[config.mk]
export PLATFORM = sky130hd
export DESIGN_NAME = tmds_encoder
export DESIGN_NICKNAME = d
export VERILOG_FILES = /design/src/rtl/tmds_encoder.sv
export SDC_FILE = /design/constraint.sdc
export NUM_CORES = 1
export LEC_CHECK = 0
export ABC_AREA = 0
export CORE_ASPECT_RATIO = 1.25
export CORE_MARGIN = 4
export CORE_UTILIZATION = 46
export DETAILED_ROUTE_END_ITERATION = 8
export PLACE_DENSITY = 0.69
export SYNTH_ARGS = -nofsm -noshare
export SYNTH_HDL_FRONTEND = slang
export SYNTH_SLANG_ARGS = --single-unit
[constraint.sdc]
create_clock -name pixel_clock -period 15.36 [get_ports pixel_clock]
set_clock_uncertainty 0.05 [all_clocks]
set_input_delay 3.072 -clock pixel_clock [delete_from_list [all_inputs] [get_ports pixel_clock]]
set_output_delay 3.072 -clock pixel_clock [all_outputs]
set_load 0.02 [all_outputs]
[src/rtl/tmds_encoder.sv]
// DVI TMDS encoder: expands 4-bit RGB to 8 bits and emits three 10-bit symbols per pixel_clock.
// Two-stage pipeline: transition minimisation, then DC balance / control-symbol insertion.
module tmds_encoder #(
  parameter bit SYNC_INV = 1'b0
) (
  input  logic       pixel_clock,
  input  logic       reset_n,
  input  logic [3:0] R,
  input  logic [3:0] G,
  input  logic [3:0] B,
  input  logic       hsync_pulse,
  input  logic       vsync_pulse,
  input  logic       de,
  output logic [9:0] tmds_r,
  output logic [9:0] tmds_g,
  output logic [9:0] tmds_b
);

  localparam logic [9:0] CTRL_00 = 10'b1101010100;
  localparam logic [9:0] CTRL_01 = 10'b0010101011;
  localparam logic [9:0] CTRL_10 = 10'b0101010100;
  localparam logic [9:0] CTRL_11 = 10'b1010101011;

  function automatic logic [3:0] ones8(input logic [7:0] v);
    logic [3:0] n;
    n = 4'd0;
    for (int i = 0; i < 8; i++) n = n + {3'b000, v[i]};
    return n;
  endfunction

  function automatic logic [8:0] tm_encode(input logic [7:0] d);
    logic [3:0] n1;
    logic       use_xnor;
    logic [8:0] q;
    n1       = ones8(d);
    use_xnor = (n1 > 4'd4) || ((n1 == 4'd4) && !d[0]);
    q        = 9'd0;
    q[0]     = d[0];
    for (int i = 1; i < 8; i++) q[i] = use_xnor ? ~(q[i-1] ^ d[i]) : (q[i-1] ^ d[i]);
    q[8]     = ~use_xnor;
    return q;
  endfunction

  // Returns {next_cnt[5:0], symbol[9:0]} for one data symbol.
  function automatic logic [15:0] dc_balance(input logic [8:0] qm, input logic [3:0] n1,
                                             input logic [3:0] n0, input logic signed [5:0] cnt);
    logic signed [5:0] diff;
    logic signed [5:0] cnt_n;
    logic [9:0]        sym;
    diff = $signed({2'b00, n1}) - $signed({2'b00, n0});
    if ((cnt == 6'sd0) || (n1 == n0)) begin
      sym   = {~qm[8], qm[8], qm[8] ? qm[7:0] : ~qm[7:0]};
      cnt_n = qm[8] ? (cnt + diff) : (cnt - diff);
    end else if (((cnt > 6'sd0) && (n1 > n0)) || ((cnt < 6'sd0) && (n0 > n1))) begin
      sym   = {1'b1, qm[8], ~qm[7:0]};
      cnt_n = cnt + (qm[8] ? 6'sd2 : 6'sd0) - diff;
    end else begin
      sym   = {1'b0, qm[8], qm[7:0]};
      cnt_n = cnt - (qm[8] ? 6'sd0 : 6'sd2) + diff;
    end
    return {cnt_n, sym};
  endfunction

  function automatic logic [9:0] ctrl_sym(input logic [1:0] c);
    case (c)
      2'b00:   return CTRL_00;
      2'b01:   return CTRL_01;
      2'b10:   return CTRL_10;
      default: return CTRL_11;
    endcase
  endfunction

  // Channel index: 0 = blue, 1 = green, 2 = red.
  logic [7:0]        d8      [3];
  logic [8:0]        qm_d    [3];
  logic [8:0]        qm_q    [3];
  logic [3:0]        n1_d    [3];
  logic [3:0]        n1_q    [3];
  logic [3:0]        n0_d    [3];
  logic [3:0]        n0_q    [3];
  logic              de_q;
  logic              hs_q;
  logic              vs_q;

  always_comb begin
    d8[0] = {B, B};
    d8[1] = {G, G};
    d8[2] = {R, R};
    for (int c = 0; c < 3; c++) begin
      qm_d[c] = tm_encode(d8[c]);
      n1_d[c] = ones8(qm_d[c][7:0]);
      n0_d[c] = 4'd8 - n1_d[c];
    end
  end

  always_ff @(posedge pixel_clock) begin
    if (!reset_n) begin
      de_q <= 1'b0;
      hs_q <= 1'b0;
      vs_q <= 1'b0;
      for (int c = 0; c < 3; c++) begin
        qm_q[c] <= 9'd0;
        n1_q[c] <= 4'd0;
        n0_q[c] <= 4'd0;
      end
    end else begin
      de_q <= de;
      hs_q <= hsync_pulse ^ SYNC_INV;
      vs_q <= vsync_pulse ^ SYNC_INV;
      for (int c = 0; c < 3; c++) begin
        qm_q[c] <= qm_d[c];
        n1_q[c] <= n1_d[c];
        n0_q[c] <= n0_d[c];
      end
    end
  end

  logic [9:0]        bal_sym [3];
  logic signed [5:0] bal_cnt [3];
  logic [1:0]        ctl     [3];
  logic [9:0]        sym_d   [3];
  logic [9:0]        sym_q   [3];
  logic signed [5:0] cnt_d   [3];
  logic signed [5:0] cnt_q   [3];

  // Sync rides only on blue; any control symbol zeroes the disparity so the next line starts balanced.
  always_comb begin
    ctl[0] = {vs_q, hs_q};
    ctl[1] = 2'b00;
    ctl[2] = 2'b00;
    for (int c = 0; c < 3; c++) begin
      {bal_cnt[c], bal_sym[c]} = dc_balance(qm_q[c], n1_q[c], n0_q[c], cnt_q[c]);
      sym_d[c] = de_q ? bal_sym[c] : ctrl_sym(ctl[c]);
      cnt_d[c] = de_q ? bal_cnt[c] : 6'sd0;
    end
  end

  always_ff @(posedge pixel_clock) begin
    if (!reset_n) begin
      for (int c = 0; c < 3; c++) begin
        sym_q[c] <= CTRL_00;
        cnt_q[c] <= 6'sd0;
      end
    end else begin
      for (int c = 0; c < 3; c++) begin
        sym_q[c] <= sym_d[c];
        cnt_q[c] <= cnt_d[c];
      end
    end
  end

  assign tmds_b = sym_q[0];
  assign tmds_g = sym_q[1];
  assign tmds_r = sym_q[2];

endmodule
# --- After elaboration in Yosys (flattened, before gate mapping) ---
# Memory sizes are Yosys's and may differ from the RTL's.
# Cells that the tools add are included.
totals:
  register_bits: 3
  latch_bits: 0
  mem_bits_rw: 99
  mem_bits_ro: 0
  output_inout_bits: 30
  memories: 5
memory_table:
  columns: ["name", "words", "width", "read_ports", "rd_clocked_by_memory_dff", "wr", "line", "text"]
  rows:
  - ["sym_q", 3, 10, 3, 0, 3, "122", "logic [9:0] sym_q [3];"]
  - ["qm_q", 3, 9, 3, 0, 3, "76", "logic [8:0] qm_q [3];"]
  - ["cnt_q", 3, 6, 3, 0, 3, "124", "logic signed [5:0] cnt_q [3];"]
  - ["n0_q", 3, 4, 3, 0, 3, "80", "logic [3:0] n0_q [3];"]
  - ["n1_q", 3, 4, 3, 0, 3, "78", "logic [3:0] n1_q [3];"]
classes:
  add_sub_neg: 66
  mul: 0
  div_mod_pow: 0
  n_lt_le_gt_ge: 15
  eq_ne: 8
  n_shift: 0
  muxes: 69
  n_bitwise: 66
  n_reduce_logical: 25
op_table:
  columns: ["cell", "count"]
  rows:
  - ["$mux W10", 12]
  - ["$add A4 B1 Y4", 24]
  - ["$mux W6", 15]
  - ["$add A6 B5 Y6", 6]
  - ["$sub A6 B5 Y6", 6]
  - ["$pmux W10 S3", 1]
  - ["$mux W9", 3]
  - ["$not A1 Y1", 27]
  - ["$add A3 B1 Y4", 6]
  - ["$gt A4 B4 Y1", 6]
  - ["$mux W4", 6]
  - ["$mux W8", 3]
  - ["$not A8 Y8", 3]
  - ["$mux W1", 23]
  - ["$xor A1 B1 Y1", 21]
  - ["$add A2 B1 Y3", 6]
  - ["$add A6 B3 Y6", 3]
  - ["$gt A6 B1 Y1 const B", 3]
  - ["$logic_not A6 Y1", 3]
  - ["$lt A6 B1 Y1 const B", 3]
  - ["$sub A6 B3 Y6", 3]
  - ["$or A1 B1 Y1", 15]
  - ["$sub A4 B4 Y5", 3]
  - ["$add A1 B1 Y2", 6]
  - ["11 further kinds", 42]

# --- Depth between registers and ports, before layout ---
# Gate-level depths: netlist of the first run.
logic_depth:
  depth_word: 32
  ltp_mapped: 22
  mapped_depth_nobuf: 21

# --- Least setup slack after synthesis of the first run ---
# Ideal clock, no wire load.
synth_path:
  path_kind: "input-to-reg"
  start: "input port R[0]"
  end: "memory n0_q[2][3] (netlist: n0_q[0][11])"
  setup_time_ns: 0.116
  t_arrival_ns: 7.400
  slack_ns: 7.794
  path_stages: 20
  n_path_buf: 1
  path_cell_list: "inv_1 -> fa_1 -> inv_1 -> ha_1 -> buf_2 -> nor2b_1 -> o21a_1 -> o22ai_1 -> xnor2_1 -> fa_1 -> xor2_1 -> ha_1 -> fa_1 -> ha_1 -> inv_1 -> fa_1 -> nor2b_1 -> o21ai_0 -> a32oi_1 -> nor2_1"
synth_lines:
  columns: ["element", "line", "text"]
  rows:
  - ["start: declaration", "8", "input logic [3:0] R,"]
  - ["end: declaration", "80", null]

==> results of run 1 <==
-- synthesized netlist by cell type (all sizes together), types with 2 or more instances --
cell     n
inv     97
dfxtp   96
ha      90
nor2    76
xnor2   69
a21oi   49
xor2    33
fa      29
nand2   28
o21ai   26
a21o    25
and2    19
mux2i   16
clkbuf  14
a31oi    9
nand2b   9
a211oi   8
and3     8
nor2b    8
nand3    4
or2      4
nand3b   3
nor3     3
o211ai   3
o22ai    3
a211o    2
buf      2
nor4     2
o211a    2
o21bai   2
o31ai    2
o32a     2
or3      2
xnor3    2
-- worst max-delay path, stage by stage --
cell and delay (ns):
clkdlybuf4s50_1 0.62, inv_1 0.16, fa_1 0.58, inv_1 0.07, ha_1 0.43, nor2b_1 0.11
o21a_1 0.18, o22ai_1 0.27, xnor2_1 0.21, fa_1 0.49, xor2_1 0.18, ha_1 0.30
fa_1 0.49, ha_1 0.16, inv_1 0.05, fa_1 0.52, nor2b_1 0.22, o21ai_0 0.12
a32oi_1 0.17, nor2_1 0.06
-- per-layer routing --
metal	share of wire, %	track usage, %	wire length [µm]
met2	49	27.3	6180
met5	0	0	0
met4	1.8	5.07	219
met1	46	20.2	5780
met3	2.4	2.47	298
-- cells in the final DEF (no fill, tap or decap), drive strengths merged, types with 3 or more instances in the layout --
| cell type | Yosys | routed |
|---|---|---|
| nor2b | 8 | 8 |
| o22ai | 3 | 3 |
| and3 | 8 | 8 |
| ha | 90 | 90 |
| inv | 97 | 99 |
| or2 | 4 | 4 |
| nor2 | 76 | 76 |
| mux2i | 16 | 16 |
| a31oi | 9 | 9 |
| xnor2 | 69 | 69 |
| a21o | 25 | 25 |
| xor2 | 33 | 33 |
| and2 | 19 | 19 |
| nor3 | 3 | 3 |
| nand2b | 9 | 9 |
| nand3b | 3 | 3 |
| fa | 29 | 29 |
| o21ai | 26 | 26 |
| clkbuf | 14 | 12 |
| o211ai | 3 | 3 |
| nand3 | 4 | 4 |
| clkdlybuf4s50 | 0 | 46 |
| a21oi | 49 | 49 |
| a211oi | 8 | 8 |
| dfxtp | 96 | 96 |
| nand2 | 28 | 28 |
-- metrics by stage --
stage	instance area [µm²]	instances	util [%]	worst slack (ns)	hold WS, ns
2_1_floorplan	6860	754	-	7.79	0.394
3_3_place_gp	7490	963	51.5	6.88	0.400
3_5_place_dp	7490	963	51.5	6.70	0.403
4_1_cts	7800	979	53.7	7.04	0.419
5_1_grt	7800	979	53.7	6.61	0.440
6_report	7800	979	53.7	7.02	0.416
-- worst min path at each step --
stage,start,cells past startpoint,slack [ns],end
floorplan,qm_q[0][11],2,0.39,sym_q[0][12]
global placement,qm_q[0][20],2,0.40,sym_q[0][22]
detailed placement,qm_q[0][20],2,0.40,sym_q[0][22]
CTS,qm_q[0][20],2,0.42,sym_q[0][22]
global route,qm_q[0][24],2,0.44,sym_q[0][26]
finish,qm_q[0][20],2,0.42,sym_q[0][22]
-- registers in the layout, summed over array words and instances (netlist names), named ones only --
signal  cells
n1_q        9
qm_q       27
sym_q      30
n0_q        9
hs_q        1
cnt_q      15
de_q        1
vs_q        1
-- cell families after synthesis --
group                    share of synthesized area, %
adder cells (fa/ha/maj)                          24.9
XOR/XNOR                                         13.9
AND/OR/NAND/NOR                                  11.5
multiplexers                                     2.39
buffers and inverters                            6.22
flip-flops                                       28.0
AO/OA/AOI/OAI                                    13.1
-- layout make-up --
type                    count  area (µm²)  share of cell area (%)
clock buffers              12         256                    3.29
flip-flops and latches     96        1920                    24.6
multi-input cells         545        4510                    57.8
repair buffers             47         468                    6.00
well taps                 178         223                    2.85
inverters                  97         364                    4.67
clock inverters             4        58.8                   0.754
==> results.ini, run 1 <==
[logic_synthesis]
ys_ff_latch = 96
syn_area_um2 = 6860
yosys.area.top_type = dfxtp_1
yosysUniqueCellTypes = 49
synth_edf_count = 0
syn_nets = 890
synth_seq_area_share_pct = 28.0
syn_inst = 754
async_flop_share_pct = 0
synth_warnings = 0
ys_dominant_reg_cell = dfxtp_1
yosys-top-cells-area = dfxtp_1, ha_1, xnor2_1, fa_1, inv_1
synth_top_area_share_pct = 28.0
avgSynthCellArea_um2 = 9.10

[global_route]
grt_pass1_vias = 4827
antenna_found_initial = 0
grt_pass1_wl_um = 21700
grt.overflow.total = 0
grt_use_total_pct = 15.9
grt_max_degree = 32

[finish]
syn_to_final_growth_pct = 13.8
fillCellCount = 1315
fin_nets = 932
drive_gt1_share_pct = 3.37
diodes = 0

[clock_tree]
clkTransAtPathRegs_ns = 0.06
post_cts_resize_count = 0
hold_buffers = 0
cts.sinks = 96
cts_tree = done
cts_buffer_depth = 2
cts_made_buffers = 9
post_cts_buffers = 0
clk_latency_ns = 0.34
htree_levels = 3
cts_root_buf = clkbuf_16

[route]
via_per_inst = 4.98
drtAntennaViolNets = 0
drt_iter0_drc = 145
drc = 0
drt-pass1-iter-count = 4
wl_um = 12500
dr_total_vias = 4877
drt-wirelength-per-cell_um = 12.7

[setup_path]
rr_endpoint = cnt_q[0][5]
cp.required_ns = 15.50
ff2ff_path_depth = 13
crit_arrival_ns = 8.48
worst-setup-path-type = input port to flop
start_kind = input port
endpoint = n0_q[0][11]
rrSetupSlack_ns = 11.91
worstReg2RegStart = n1_q[0][1]
endpoint_kind = flop
critPathLaunch = R[0]
path_max_fanout = 9

[place]
routabilityCongestion = 0.812
port_buffers = 46
dpl.hpwl_um = 9700

[timing]
min_period_ns = 8.34
worst_pin_slew_ns = 0.998
relSlewSlack_pct = 33.4
setup_tns_ns = 0
final_max_slew_viol_count = 0
rsz0062_at_grt = no
setup_violations = 0
hold_viol_final = 0
clock.fmax_ghz = 0.120
fin_crit_sh_pct = 54.3

[floorplan]
dieArea_um2 = 16900
rows = 49
die_h_um = 145
start_util_pct = 47.2
io_pins = 47
die_w_um = 117
core_um2 = 14500

[hold_path]
min_path_type = flop to flop

[outcome]
run_status = complete, no violations

[run]
drv_cap = 0

Power of run 1 is left out: the tool's default activity adds up to more than one toggle a clock period on the data nets, which glitch-free logic cannot reach.
==> run 2: changes to the inputs <==
Settings changed: PLACE_DENSITY 0.69 to 0.71.
Clock period 15.36 ns to 7.35 ns, I/O delays scaled along.
==> results.ini, run 2 (same netlist as run 1, synthesis figures left out) <==
[outcome]
run_status = complete, no violations

[finish]
largest_register_ffs = 30  ; unchanged
final-instance-count-excl-fill = 980  ; +0.10%
syn_to_final_growth_pct = 14.0
post-route-util_pct = 53.8  ; +0.10 points
mostFrequentLayoutCell = inv_1
fin_nets = 933  ; +0.11%
layout_common_cells = inv_1, dfxtp_1, ha_1, nor2_1, xnor2_1
reg.largest.list = sym_q: 30 flops, qm_q: 27 flops, cnt_q: 15 flops
drive_gt1_share_pct = 3.62  ; +0.25 points
diodes = 0  ; unchanged
fillCellCount = 1269  ; -3.5%
top_register = sym_q

[timing]
relSlewSlack_pct = 36.1  ; +2.8 points
setup_tns_ns = 0  ; unchanged
clock.fmax_ghz = 0.148
fin_crit_sh_pct = 91.7
final_max_slew_viol_count = 0  ; unchanged
setup_slack_ns = 0.613  ; -6.41 ns
worst_pin_slew_ns = 0.957  ; -0.0413 ns
rsz0062_at_grt = no
hold_viol_final = 0  ; unchanged
setup_violations = 0  ; unchanged
min_period_ns = 6.74

[place]
dpl.hpwl_um = 9810  ; +1.2%
place_inst = 964  ; +0.10%
port_buffers = 46  ; unchanged
routabilityCongestion = 0.845  ; +4.1%
dp_slack_ns = 0.282  ; -6.42 ns

[clock_tree]
htree_levels = 3  ; unchanged
post_cts_resize_count = 0  ; unchanged
clk_latency_ns = 0.34  ; about the same
post_cts_buffers = 0  ; unchanged
cts_tree = done
hold_buffers = 0  ; unchanged
cts.sinks = 96  ; unchanged
clkTransAtPathRegs_ns = 0.07  ; about the same
cts_buffer_depth = 2  ; unchanged
cts_made_buffers = 9  ; unchanged
cts_root_buf = clkbuf_16

[floorplan]
die_h_um = 145  ; unchanged
core_um2 = 14500  ; unchanged
die_w_um = 117  ; unchanged
dieArea_um2 = 16900  ; unchanged
start_util_pct = 47.2  ; unchanged
rows = 49  ; unchanged
io_pins = 47  ; unchanged

[route]
wl_met2_um = 6180  ; +0.11%
drt-wirelength-per-cell_um = 12.8  ; +0.57%
drc = 0  ; unchanged
via_per_inst = 4.92  ; -1.3%
dr_total_vias = 4818  ; -1.2%
wl_um = 12600  ; +0.67%
met1Wirelength_um = 5920  ; +2.4%
drt-pass1-iter-count = 4  ; unchanged
dr_wl_met3_um = 211  ; -29%
top_layer_used = met4
drt_iter0_drc = 157  ; +8.3%
drtAntennaViolNets = 0  ; unchanged

[setup_path]
slowest_stage = clkdlybuf4s50_1
worst-setup-path-type = input port to flop
cp.required_ns = 7.49  ; -8.01 ns
max_stage_delay_ns = 0.64  ; +0.02 ns
path_common_cell = fa_1
crit_arrival_ns = 6.88  ; -1.60 ns
ff2ff_path_depth = 13  ; unchanged
crit_chain = clkdlybuf4s50_1, inv_1, fa_1, inv_1, ha_1, nor2b_1, o21a_1, o22ai_1, xnor2_1, fa_1, xor2_1, ha_1, fa_1, ha_1, inv_1, fa_1, nor2b_1, o21ai_0, a32oi_1, nor2_1
start_kind = input port
path_max_fanout = 9  ; unchanged
endpoint_kind = flop

[global_route]
antenna_found_initial = 0  ; unchanged
grt.overflow.total = 0  ; unchanged
grt_max_degree = 32  ; unchanged
grt_use_total_pct = 15.9  ; +0.056 points
grt_pass1_vias = 4837  ; +0.21%
grt_pass1_wl_um = 21900  ; +0.73%

[hold_path]
min_path_type = flop to flop
hold_depth = 2  ; unchanged

[run]
drv_cap = 0  ; unchanged

run 2: cell types whose count changed in the layout (fill, tap and decap cells not counted), sizes merged:
cell    delta
inv        +1
clkbuf     -1
buf        +1
run 2: path summary, 6_finish.rpt:
check	startpoint	end	slack, ns
worst min-delay path	qm_q[0][20]	sym_q[0][22]	0.42
worst max-delay path	R[0]	n0_q[0][11]	0.61
worst min register to register	qm_q[0][20]	sym_q[0][22]	0.42
worst max register to register	n1_q[0][1]	cnt_q[0][5]	3.90
run 2: per-stage QoR:
stage | hold WS, ns | instance area (µm²)
floorplan | 0.394 | 6860
global placement | 0.405 | 7500
detailed placement | 0.406 | 7500
CTS | 0.423 | 7820
global route | 0.455 | 7820
finish | 0.419 | 7820
run 2: worst max-delay path, delay by kind of cell:
kind / cells / cell delay, ns
xor gates and xnor gates: 2 / 0.39
buffers and inverters: 4 / 0.92
AOI/OAI and AO/OA: 4 / 0.74
and+or+nand+nor: 3 / 0.38
adders and majority gates: 7 / 2.95
run 2: area by class of cell:
cell class / instances / area (µm²) / area share [%]
Clock inverter: 5 / 70.1 / 0.896
Multi-Input combinational cell: 545 / 4510 / 57.7
Inverter: 97 / 364 / 4.66
Timing Repair Buffer: 48 / 475 / 6.08
Tap cell: 178 / 223 / 2.85
Clock buffer: 11 / 253 / 3.23
Sequential cell: 96 / 1920 / 24.6
run 2: layer usage:
layer,vias to the layer above,GRT usage (%)
met1,2216,20.2
li1,2542,-
met4,0,5.50
met2,43,27.5
met3,17,2.26
met5,-,0
Power of run 2 is left out for the same reason.
